**src/rtl/peak_detect_if.sv**
```systemverilog
// Sample stream from the slope stage into peak_detect: qualifier, sample and
// the three slope flags (lt = rising, gt = falling, eq = flat).
interface peak_detect_if #(
  parameter int WIDTH = 16
);
  logic             valid;
  logic [WIDTH-1:0] datain;
  logic             eq;
  logic             lt;
  logic             gt;

  modport master (
    output valid,
    output datain,
    output eq,
    output lt,
    output gt
  );

  modport slave (
    input valid,
    input datain,
    input eq,
    input lt,
    input gt
  );
endinterface : peak_detect_if

```
**src/rtl/peak_detect.sv**
```systemverilog
// Hysteretic peak/valley detector driven by pre-computed slope flags.
// Optional event counter enabled by defining PEAK_DETECT_CNT_EN.
module peak_detect #(
  parameter int WIDTH  = 16,
  parameter int MINRUN = 2,
  parameter int CNTW   = 8
) (
  input  logic             clk,
  input  logic             rst_n,
  peak_detect_if.slave     smp,
  input  logic             cnt_clr,
  output logic             peak,
  output logic             valley,
  output logic [WIDTH-1:0] ext_out,
  output logic [1:0]       trend,
  output logic [CNTW-1:0]  event_cnt
);

  typedef enum logic [1:0] {
    S_IDLE = 2'b00,
    S_RISE = 2'b01,
    S_FALL = 2'b10
  } state_e;

  localparam logic [3:0] MINRUN_C = 4'(MINRUN);
  localparam logic [3:0] RUN_MAX  = 4'hF;

  state_e           state_q, state_d;
  logic [3:0]       run_q, run_d;
  logic [WIDTH-1:0] ext_val_q, ext_val_d;
  logic [WIDTH-1:0] ext_out_q, ext_out_d;
  logic             peak_q, peak_d;
  logic             valley_q, valley_d;
  // Direction of the run being counted while still in IDLE (1 = rising).
  logic             idle_up_q, idle_up_d;

  logic             flat;
  logic             step_up;
  logic             step_dn;
  logic [3:0]       run_inc;
  logic [3:0]       idle_run;

  // A cycle with eq, or with both lt and gt, carries no usable direction.
  assign flat    = smp.eq | (smp.lt & smp.gt);
  assign step_up = smp.valid & ~flat & smp.lt;
  assign step_dn = smp.valid & ~flat & smp.gt;
  assign run_inc = (run_q == RUN_MAX) ? run_q : run_q + 4'd1;

  always_comb begin
    // NOTE: every variable gets a default before any branch, so no path
    // leaves one unassigned and no latch is inferred.
    state_d   = state_q;
    run_d     = run_q;
    ext_val_d = ext_val_q;
    ext_out_d = ext_out_q;
    idle_up_d = idle_up_q;
    peak_d    = 1'b0;
    valley_d  = 1'b0;
    idle_run  = 4'd1;

    unique case (state_q)
      S_IDLE: begin
        if (step_up || step_dn) begin
          // Continue the run only if it keeps the same direction.
          if (run_q != 4'd0 && idle_up_q == step_up) begin
            idle_run = run_inc;
          end
          idle_up_d = step_up;
          if (idle_run == MINRUN_C) begin
            state_d   = step_up ? S_RISE : S_FALL;
            ext_val_d = smp.datain;
            run_d     = 4'd0;
          end else begin
            run_d = idle_run;
          end
        end
      end

      S_RISE: begin
        if (step_up) begin
          ext_val_d = smp.datain;
          run_d     = 4'd0;
        end else if (step_dn) begin
          if (run_inc == MINRUN_C) begin
            peak_d    = 1'b1;
            ext_out_d = ext_val_q;
            ext_val_d = smp.datain;
            run_d     = 4'd0;
            state_d   = S_FALL;
          end else begin
            run_d = run_inc;
          end
        end
      end

      S_FALL: begin
        if (step_dn) begin
          ext_val_d = smp.datain;
          run_d     = 4'd0;
        end else if (step_up) begin
          if (run_inc == MINRUN_C) begin
            valley_d  = 1'b1;
            ext_out_d = ext_val_q;
            ext_val_d = smp.datain;
            run_d     = 4'd0;
            state_d   = S_RISE;
          end else begin
            run_d = run_inc;
          end
        end
      end

      default: begin
        state_d = S_IDLE;
        run_d   = 4'd0;
      end
    endcase
  end

  always_ff @(posedge clk) begin
    // NOTE: state registers use non-blocking assignments so every flop
    // samples the pre-edge values regardless of statement order.
    if (!rst_n) begin
      state_q   <= S_IDLE;
      run_q     <= 4'd0;
      ext_val_q <= '0;
      ext_out_q <= '0;
      idle_up_q <= 1'b1;
      peak_q    <= 1'b0;
      valley_q  <= 1'b0;
    end else begin
      state_q   <= state_d;
      run_q     <= run_d;
      ext_val_q <= ext_val_d;
      ext_out_q <= ext_out_d;
      idle_up_q <= idle_up_d;
      peak_q    <= peak_d;
      valley_q  <= valley_d;
    end
  end

  assign peak    = peak_q;
  assign valley  = valley_q;
  assign ext_out = ext_out_q;
  assign trend   = state_q;

`ifdef PEAK_DETECT_CNT_EN
  logic [CNTW-1:0] cnt_q, cnt_d;

  // Clear has priority over a same-cycle event; the count sticks at all-ones.
  always_comb begin
    cnt_d = cnt_q;
    if (cnt_clr) begin
      cnt_d = '0;
    end else if ((peak_d || valley_d) && (cnt_q != {CNTW{1'b1}})) begin
      cnt_d = cnt_q + 1'b1;
    end
  end

  always_ff @(posedge clk) begin
    if (!rst_n) begin
      cnt_q <= '0;
    end else begin
      cnt_q <= cnt_d;
    end
  end

  assign event_cnt = cnt_q;
`else
  logic unused_cnt_clr;
  assign unused_cnt_clr = cnt_clr;
  assign event_cnt      = '0;
`endif

endmodule : peak_detect

```
**src/flat_wrapper.sv**
```systemverilog
// flat-port wrapper written by rule: the top's interface ports become plain ports
module peak_detect_flat 
#(
  parameter int WIDTH  = 16,
  parameter int MINRUN = 2,
  parameter int CNTW   = 8
)
  (clk, rst_n, cnt_clr, peak, valley, ext_out, trend, event_cnt, smp_valid, smp_datain, smp_eq, smp_lt, smp_gt);
  peak_detect_if #(.WIDTH(WIDTH)) smp_i ();
  input  logic clk;
  input  logic rst_n;
  input  logic cnt_clr;
  output logic peak;
  output logic valley;
  output logic [WIDTH-1:0] ext_out;
  output logic [1:0] trend;
  output logic [CNTW-1:0] event_cnt;
  input wire logic [$bits(smp_i.valid)-1:0] smp_valid;
  input wire logic [$bits(smp_i.datain)-1:0] smp_datain;
  input wire logic [$bits(smp_i.eq)-1:0] smp_eq;
  input wire logic [$bits(smp_i.lt)-1:0] smp_lt;
  input wire logic [$bits(smp_i.gt)-1:0] smp_gt;
  assign smp_i.valid = smp_valid;
  assign smp_i.datain = smp_datain;
  assign smp_i.eq = smp_eq;
  assign smp_i.lt = smp_lt;
  assign smp_i.gt = smp_gt;
  peak_detect #(.WIDTH(WIDTH), .MINRUN(MINRUN), .CNTW(CNTW)) u_core (.clk(clk), .rst_n(rst_n), .smp(smp_i), .cnt_clr(cnt_clr), .peak(peak), .valley(valley), .ext_out(ext_out), .trend(trend), .event_cnt(event_cnt));
endmodule
```
**config.mk**
```make
export PLATFORM = sky130hd
export DESIGN_NAME = peak_detect_flat
export DESIGN_NICKNAME = d
export VERILOG_FILES = /design/src/rtl/peak_detect_if.sv /design/src/rtl/peak_detect.sv /design/src/flat_wrapper.sv
export SDC_FILE = /design/constraint.sdc
export NUM_CORES = 1
export LEC_CHECK = 0
export ABC_AREA = 1
export CAP_MARGIN = 10
export CORE_ASPECT_RATIO = 0.6
export CORE_MARGIN = 1
export CORE_UTILIZATION = 53
export CTS_CLUSTER_DIAMETER = 120
export DETAILED_ROUTE_END_ITERATION = 10
export PLACE_DENSITY = 0.85
export RECOVER_POWER = 50
export SYNTH_ARGS = -nofsm -noshare
export SYNTH_HDL_FRONTEND = slang
export SYNTH_SLANG_ARGS = --single-unit
```
**constraint.sdc**
```tcl
create_clock -name clk -period 3.1 [get_ports clk]
set_input_delay 0.465 -clock clk [delete_from_list [all_inputs] [get_ports clk]]
set_output_delay 0.465 -clock clk [all_outputs]
set_load 0.02 [all_outputs]
```
==> impl_metrics.py <==
metrics = {
    "yosys": {
        "synthesized_area_per_cell_sq_um": 7.77,
        "yosysWarningCount": 0,
        "synth_seq_area_share_pct": 39.4,
        "netlist_instances": 268,
        "synthMuxAreaShare_pct": 0,
        "synth_compound_gate_area_share_pct": 11.4,
        "yosys.area_share.adder_pct": 4.20,
        "ys_seq_elements": 41,
        "synth_top_family_by_area": "simple AND/OR/NAND/NOR gates",
        "mappedNetlistArea_sq_um": 2080,
        "synth_simple_gate_area_share_pct": 32.7,
        "xor_xnor_share_of_the_synthesized_area_pct": 0.420,
        "yosys.cell_types.count": 31,
    },
    "clock_tree": {
        "tritoncts": "built",
        "cts_buffer_depth": 2,
        "insertion_delay_ns": 0.29,
        "count_of_cells_resized_by_post_cts_repair": 0,
        "cts_inserted_buffers": 5,
        "clkSinkCount": 41,
        "cts.root.buffer_cell": "sky130_fd_sc_hd__clkbuf_8",
        "post-cts-setup-buffer-count": 0,
        "ctsHtreeMaxLevel": 2,
        "cts_hold_buffers": 0,
        "clk_pin_slew_ns": 0.08,
    },
    "grt": {
        "grt_overflow": 0,
        "track_usage_pct": 21.7,
        "grt_pass1_wl_mm": 7.31,
        "grt_antenna_before_repair": 0,
        "grt_max_degree": 23,
        "first_global_vias": 1664,
    },
    "hold_path": {
        "hp-class": "reg2reg",
    },
    "routing": {
        "routed_wire_length_per_instance_um": 11.9,
        "postRouteWirelength_mm": 4.19,
        "post_drt_via_cell_ratio": 5.14,
        "antenna_left": 0,
        "drc": 0,
        "drt_first_iter_violations": 90,
        "dr_total_vias": 1813,
        "drt_pre_antenna_iters": 4,
    },
    "final_layout": {
        "area.growth.synth_to_final_pct": 19.9,
        "most_common_library_cell_in_the_layout_ignoring_fill_and_taps": "sky130_fd_sc_hd__nand2_1",
        "mostFrequentLayoutCells": "sky130_fd_sc_hd__nand2_1, sky130_fd_sc_hd__nor2_1, sky130_fd_sc_hd__dfxtp_1, sky130_fd_sc_hd__a21oi_1, sky130_fd_sc_hd__dlygate4sd3_1",
        "final_net_count": 335,
        "antenna_cells_inserted": 0,
        "final.fill_count": 320,
        "final_layout_size_suffix_gt1_share_pct": 8.17,
    },
    "timing": {
        "finalSetupViolations": 0,
        "final_min_period_over_clock_period_pct": 78.5,
        "worst_margin_pin_slew_ns": 0.755,
        "setup_total_negative_slack_ns": 0,
        "finalMaxSlewViolations": 0,
        "slew_margin_rel_pct": 49.7,
        "layout_min_cycle_time_ns": 2.43,
        "fmax_ghz": 0.411,
        "timing.final.ws_setup_ns": 0.666,
        "final.setup_skew_ns": 0.00568,
        "finalHoldViolations": 0,
        "rsz0062_at_grt": "no",
    },
    "worst_setup_path": {
        "critPathLaunch": "smp_gt",
        "worst_ep_required_time_ns": 3.33,
        "setup.worst_path.class": "in2reg",
        "timing.critical_path.to_type": "flip-flop",
        "rr_worst_depth": 10,
        "reg2reg_setup_slack_ns": 0.74,
        "reg2reg_from": "u_core.trend[0]",
        "startpoint_type": "input pin",
        "critPathMaxFanout": 17,
        "r2r-end": "u_core.ext_out[0]",
        "cp.arrival_ns": 2.66,
        "critPathCapture": "u_core.ext_out[0]",
    },
    "status": {
        "outcome": "finished, final reports clean",
    },
    "die": {
        "die_h_um": 50.6,
        "chipWidth_um": 82.9,
        "initial_utilization_pct": 56.0,
        "io_pins": 51,
        "coreArea_sq_um": 3720,
        "rows": 17,
        "die_area_sq_um": 4190,
    },
    "pwr": {
        "power.share.switching_pct": 23.8,
        "internal_power_uw": 717,
        "power.combinational.fraction_pct": 8.3,
        "cellPowerDensity_nw_per_um2": 377,
        "vdd.ir_drop.worst_mv": 0.277,
        "power_frac_seq_pct": 56.2,
        "power.share.clock_pct": 35.5,
        "net-switching-power_uw": 224,
        "leakagePower_nw": 1.06,
    },
    "placement": {
        "place.gp.congestion": 0.875,
        "portBuffers": 41,
        "place.detailed.hpwl_mm": 3.14,
        "dp_worst_setup_slack_ns": 0.654,
    },
    "job": {
        "timing.max_cap.violations": 0,
    },
}
-- critical path, stage by stage --
cell,delay (ns)
sky130_fd_sc_hd__clkdlybuf4s50_1,0.54
sky130_fd_sc_hd__inv_1,0.11
sky130_fd_sc_hd__nand3_4,0.13
sky130_fd_sc_hd__inv_2,0.07
sky130_fd_sc_hd__a21oi_2,0.17
sky130_fd_sc_hd__o21a_1,0.14
sky130_fd_sc_hd__nand2_1,0.30
sky130_fd_sc_hd__inv_1,0.52
sky130_fd_sc_hd__nor2_1,0.08
sky130_fd_sc_hd__nor2_1,0.12
-- power by group through the flow --
stage | Combinational [mW] | Clock, mW | Sequential [mW]
floorplan | 0.0549 | 0 | 0.541
global placement | 0.0785 | 0 | 0.541
detailed placement | 0.0786 | 0 | 0.541
CTS | 0.0791 | 0.344 | 0.529
global route | 0.0862 | 0.369 | 0.529
finish | 0.0784 | 0.334 | 0.529
-- sequential cells by signal, indices dropped and copies added (netlist names) --
name	flops
u_core.ext_out	16
u_core.ext_val_q	16
u_core.idle_up_q	1
u_core.peak	1
u_core.run_q	4
u_core.trend	2
u_core.valley	1
-- cell families after synthesis --
logic type	Yosys count
flip-flops	41
AND/OR/NAND/NOR	133
other	1
buffers and inverters	39
AO/OA/AOI/OAI	46
adder cells (fa/ha/maj)	7
XOR/XNOR	1
-- per-stage QoR --
stage               cell area, sq um  hold slack [ns]  utilization, %  std cells  power, mW
floorplan                       2110            0.436               -        275      0.596
global placement                2420            0.445            65.0        345      0.620
detailed placement              2420            0.451            65.0        345      0.620
CTS                             2500            0.463            67.3        353      0.952
global route                    2500            0.481            67.1        353      0.984
finish                          2500            0.459            67.1        353      0.941
-- how the worst min path moves through the flow --
stage	end	cells past startpoint	startpoint	slack, ns
after floorplan	u_core.ext_val_q[0]	2	u_core.ext_val_q[0]	0.44
after global placement	u_core.ext_val_q[4]	2	u_core.ext_val_q[4]	0.44
after detailed placement	u_core.ext_val_q[11]	2	u_core.ext_val_q[11]	0.45
after CTS	u_core.ext_val_q[11]	2	u_core.ext_val_q[11]	0.46
after global routing	u_core.ext_val_q[11]	2	u_core.ext_val_q[11]	0.48
final	u_core.ext_val_q[11]	2	u_core.ext_val_q[11]	0.46
-- cells in the mapped netlist --
cell                       number  area share [%]
sky130_fd_sc_hd__ha_1           7             4.2
sky130_fd_sc_hd__conb_1         1            0.18
sky130_fd_sc_hd__buf_6          1            0.54
sky130_fd_sc_hd__buf_4          9             3.2
sky130_fd_sc_hd__o21a_1         1            0.36
sky130_fd_sc_hd__a21oi_1       24             5.8
sky130_fd_sc_hd__nor2_8         2             1.9
sky130_fd_sc_hd__dfxtp_1       41              39
sky130_fd_sc_hd__buf_8          2             1.4
sky130_fd_sc_hd__inv_1         15             2.7
sky130_fd_sc_hd__nand3_4        3             2.5
sky130_fd_sc_hd__nor4_1         2            0.60
sky130_fd_sc_hd__inv_2          4            0.72
sky130_fd_sc_hd__nor2_4         2             1.1
sky130_fd_sc_hd__inv_4          1            0.30
sky130_fd_sc_hd__buf_1          1            0.18
sky130_fd_sc_hd__o21ai_0       18             4.3
sky130_fd_sc_hd__nand3b_1       1            0.36
sky130_fd_sc_hd__nand4_1       18             5.4
sky130_fd_sc_hd__xor2_1         1            0.42
sky130_fd_sc_hd__buf_12         2             1.9
sky130_fd_sc_hd__or2_2          1            0.30
sky130_fd_sc_hd__a21oi_2        1            0.42
sky130_fd_sc_hd__o21ai_1        2            0.48
sky130_fd_sc_hd__nor2_1        42             7.6
sky130_fd_sc_hd__nand2_1       48             8.6
sky130_fd_sc_hd__nand2_4        2             1.1
sky130_fd_sc_hd__or2_4          1            0.42
sky130_fd_sc_hd__nand2_2        2            0.60
sky130_fd_sc_hd__clkbuf_1       4            0.72
sky130_fd_sc_hd__nand3_1        9             2.2
-- cell type report --
| type | count | area, sq um | area share (%) |
|---|---|---|---|
| Clock buffer | 5 | 68.8 | 2.75 |
| Clock inverter | 3 | 17.5 | 0.701 |
| Inverter | 20 | 77.6 | 3.10 |
| Multi-Input combinational cell | 195 | 1040 | 41.7 |
| Sequential cell | 41 | 821 | 32.8 |
| Tap cell | 47 | 58.8 | 2.35 |
| Timing Repair Buffer | 42 | 414 | 16.6 |
-- metal layers --
layer | global-route usage (%) | vias to the layer above | part of all wire, %
met1 | 29.4 | 816 | 50
met4 | 4.31 | 0 | 0.60
met2 | 35.9 | 52 | 44
met3 | 4.93 | 6 | 5.2
li1 | - | 939 | -
met5 | 0 | - | 0
Note: power is estimated with default switching activity, not from simulation.
==> patch: new RTL, same settings <==
Add a define of `PEAK_DETECT_CNT_EN`.
--- a/src/rtl/peak_detect.sv
+++ b/src/rtl/peak_detect.sv
@@ -1,5 +1,7 @@
 // Hysteretic peak/valley detector driven by pre-computed slope flags.
 // Optional event counter enabled by defining PEAK_DETECT_CNT_EN.
+`define PEAK_DETECT_CNT_EN
+
 module peak_detect #(
   parameter int WIDTH  = 16,
   parameter int MINRUN = 2,
Formal check against the unedited RTL: not equivalent (Yosys sat finds a counterexample within 10 cycles, from zero or initial values and one cycle with rst_n low).
==> patch against the unedited design <==
  * First-iteration DRC count up 40%
  * Final cell count up 41%
  * Setup slack worse by 0.092 ns
  * Design area up 32%
  * Total power up 33%
  * Synthesized area up 28%
  * Non-clock buffer count up 11
  * Fmax down 3.6%
  * Global-route usage up 2.9 points
  * Sequential cell count up 8
  * Sequential power up 19%
  * Routed wire length up 48%
  * Register-to-register slack worse by 0.17 ns
  * Largest cell class unchanged
==> patch: results (changes against the unedited design) <==
reg2reg path depth=11 (+1); pin count of the biggest net entering global routing=37 (+61%); Fmax=396 MHz (-3.6%); HP Start=u_core.ext_val_q[11]$_SDFFE_PN0P_; # Post-CTS Setup Buffers=0 (unchanged); Total GRT Usage=0.246 (+0.0288); Crit Reg-Reg Endpoint=u_core.event_cnt[1]$_SDFFE_PP0P_; outcome=completed; crit path capture=u_core.event_cnt[1]$_SDFFE_PP0P_; worst slack, placed=0.604 ns (-0.0492 ns); PortBufs=50 (+22%); met3 GRT Util=0.0528 (+0.00350); Peak VDD IR=0.274 mV (-1.1%); Layout Cells excl Fill=498 (+41%); initial DRC count=126 (+40%); CTS buffer count=5 (unchanged); Max-slew headroom=0.647 (+0.150); GR Layer Usage met2=0.373 (+0.0136); initial antenna violation count=0 (unchanged); top cells by count, synth=104 x nand2_1, 49 x dfxtp_1, 46 x inv_1, 37 x nor2_1, 34 x nand3_1; placed cells=490 (+42%); leak pwr=1.62 nW (+53%); met1 WL=3080 um (+47%); met2 routed WL=2670 um (+44%); Crit path max-delay family=simple AND/OR/NAND/NOR gates; crit path max-delay cell type=o21ai_0; fraction of layout cells with a size suffix above 1=0.0805 (-0.00124); Ys Warns=0 (unchanged); Syn Inst Count=388 (+45%); Reg clk slew, reported paths=0.09 ns; GP Congestion=0.869 (-0.71%); worst-path maximum fanout=9 (-8); CP arrival=2.73 ns (+0.07 ns); Max stage delay on crit path=0.40 ns (-0.14 ns); area leader, netlist=dfxtp_1; Fin Hold WS=0.475 ns (+0.0156 ns); class of the worst hold path=reg2reg; insertion delay to the later sink of the worst-skew pair=0.31 ns (+0.02 ns); Crit. Startpoint=u_core.run_q[0]$_SDFFE_PN0P_; DP HPWL=4390 um (+40%); Met3 Wirelength=346 um (+59%); vias in the first global route=2319 (+39%); Fill cells=398 (+24%); placed cell areas=3170 um^2 (+31%); crit path launch type=register; drt total wl=6190 um (+48%); final layout net count=466 (+39%); post_cts resized=0 (unchanged); hold path endpoint=u_core.ext_out[11]$_SDFFE_PN0P_; routed vias=2580 (+42%); reg2reg setup slack=0.57 ns (-0.17 ns); Clock Skew=0.00798 ns (+0.00231 ns); first-pass GRT wire length=10300 um (+41%); M1 GR Usage=0.353 (+0.0590); sequential cell area fraction in the yosys report=0.368 (-0.0257); top post-synthesis cells by area=dfxtp_1 37%, nand2_1 15%, inv_1 6.5%; root buf cell=clkbuf_8; Synth cell types=32 (+3.2%); top routing layer used=met4; WHS Path Cells=2 (unchanged)
## patch: cells by family after synthesis
family | Yosys count | synth area share
buffers and inverters | 62 | 0.103
adders and majority gates | 9 | 0.0423
AOI/OAI and AO/OA | 56 | 0.115
and+or+nand+nor | 206 | 0.352
DFF | 49 | 0.368
xor gates and xnor gates | 6 | 0.0197
## patch: area by class of cell
| class | count | area (um^2) | area share |
|---|---|---|---|
| clock buffers | 5 | 68.8 | 0.0209 |
| repair buffers | 53 | 520 | 0.158 |
| well taps | 63 | 78.8 | 0.0240 |
| flip-flops and latches | 49 | 981 | 0.298 |
| multi-input cells | 277 | 1390 | 0.424 |
| clock inverters | 3 | 65.1 | 0.0198 |
| inverters | 48 | 180 | 0.0548 |
## patch: report_power, final
part           switching (mW)  total, mW  internal [mW]
Clock                   0.222      0.543          0.321
Combinational          0.0366     0.0733         0.0368
Sequential            0.00164      0.632          0.630
Total                   0.260       1.25          0.987
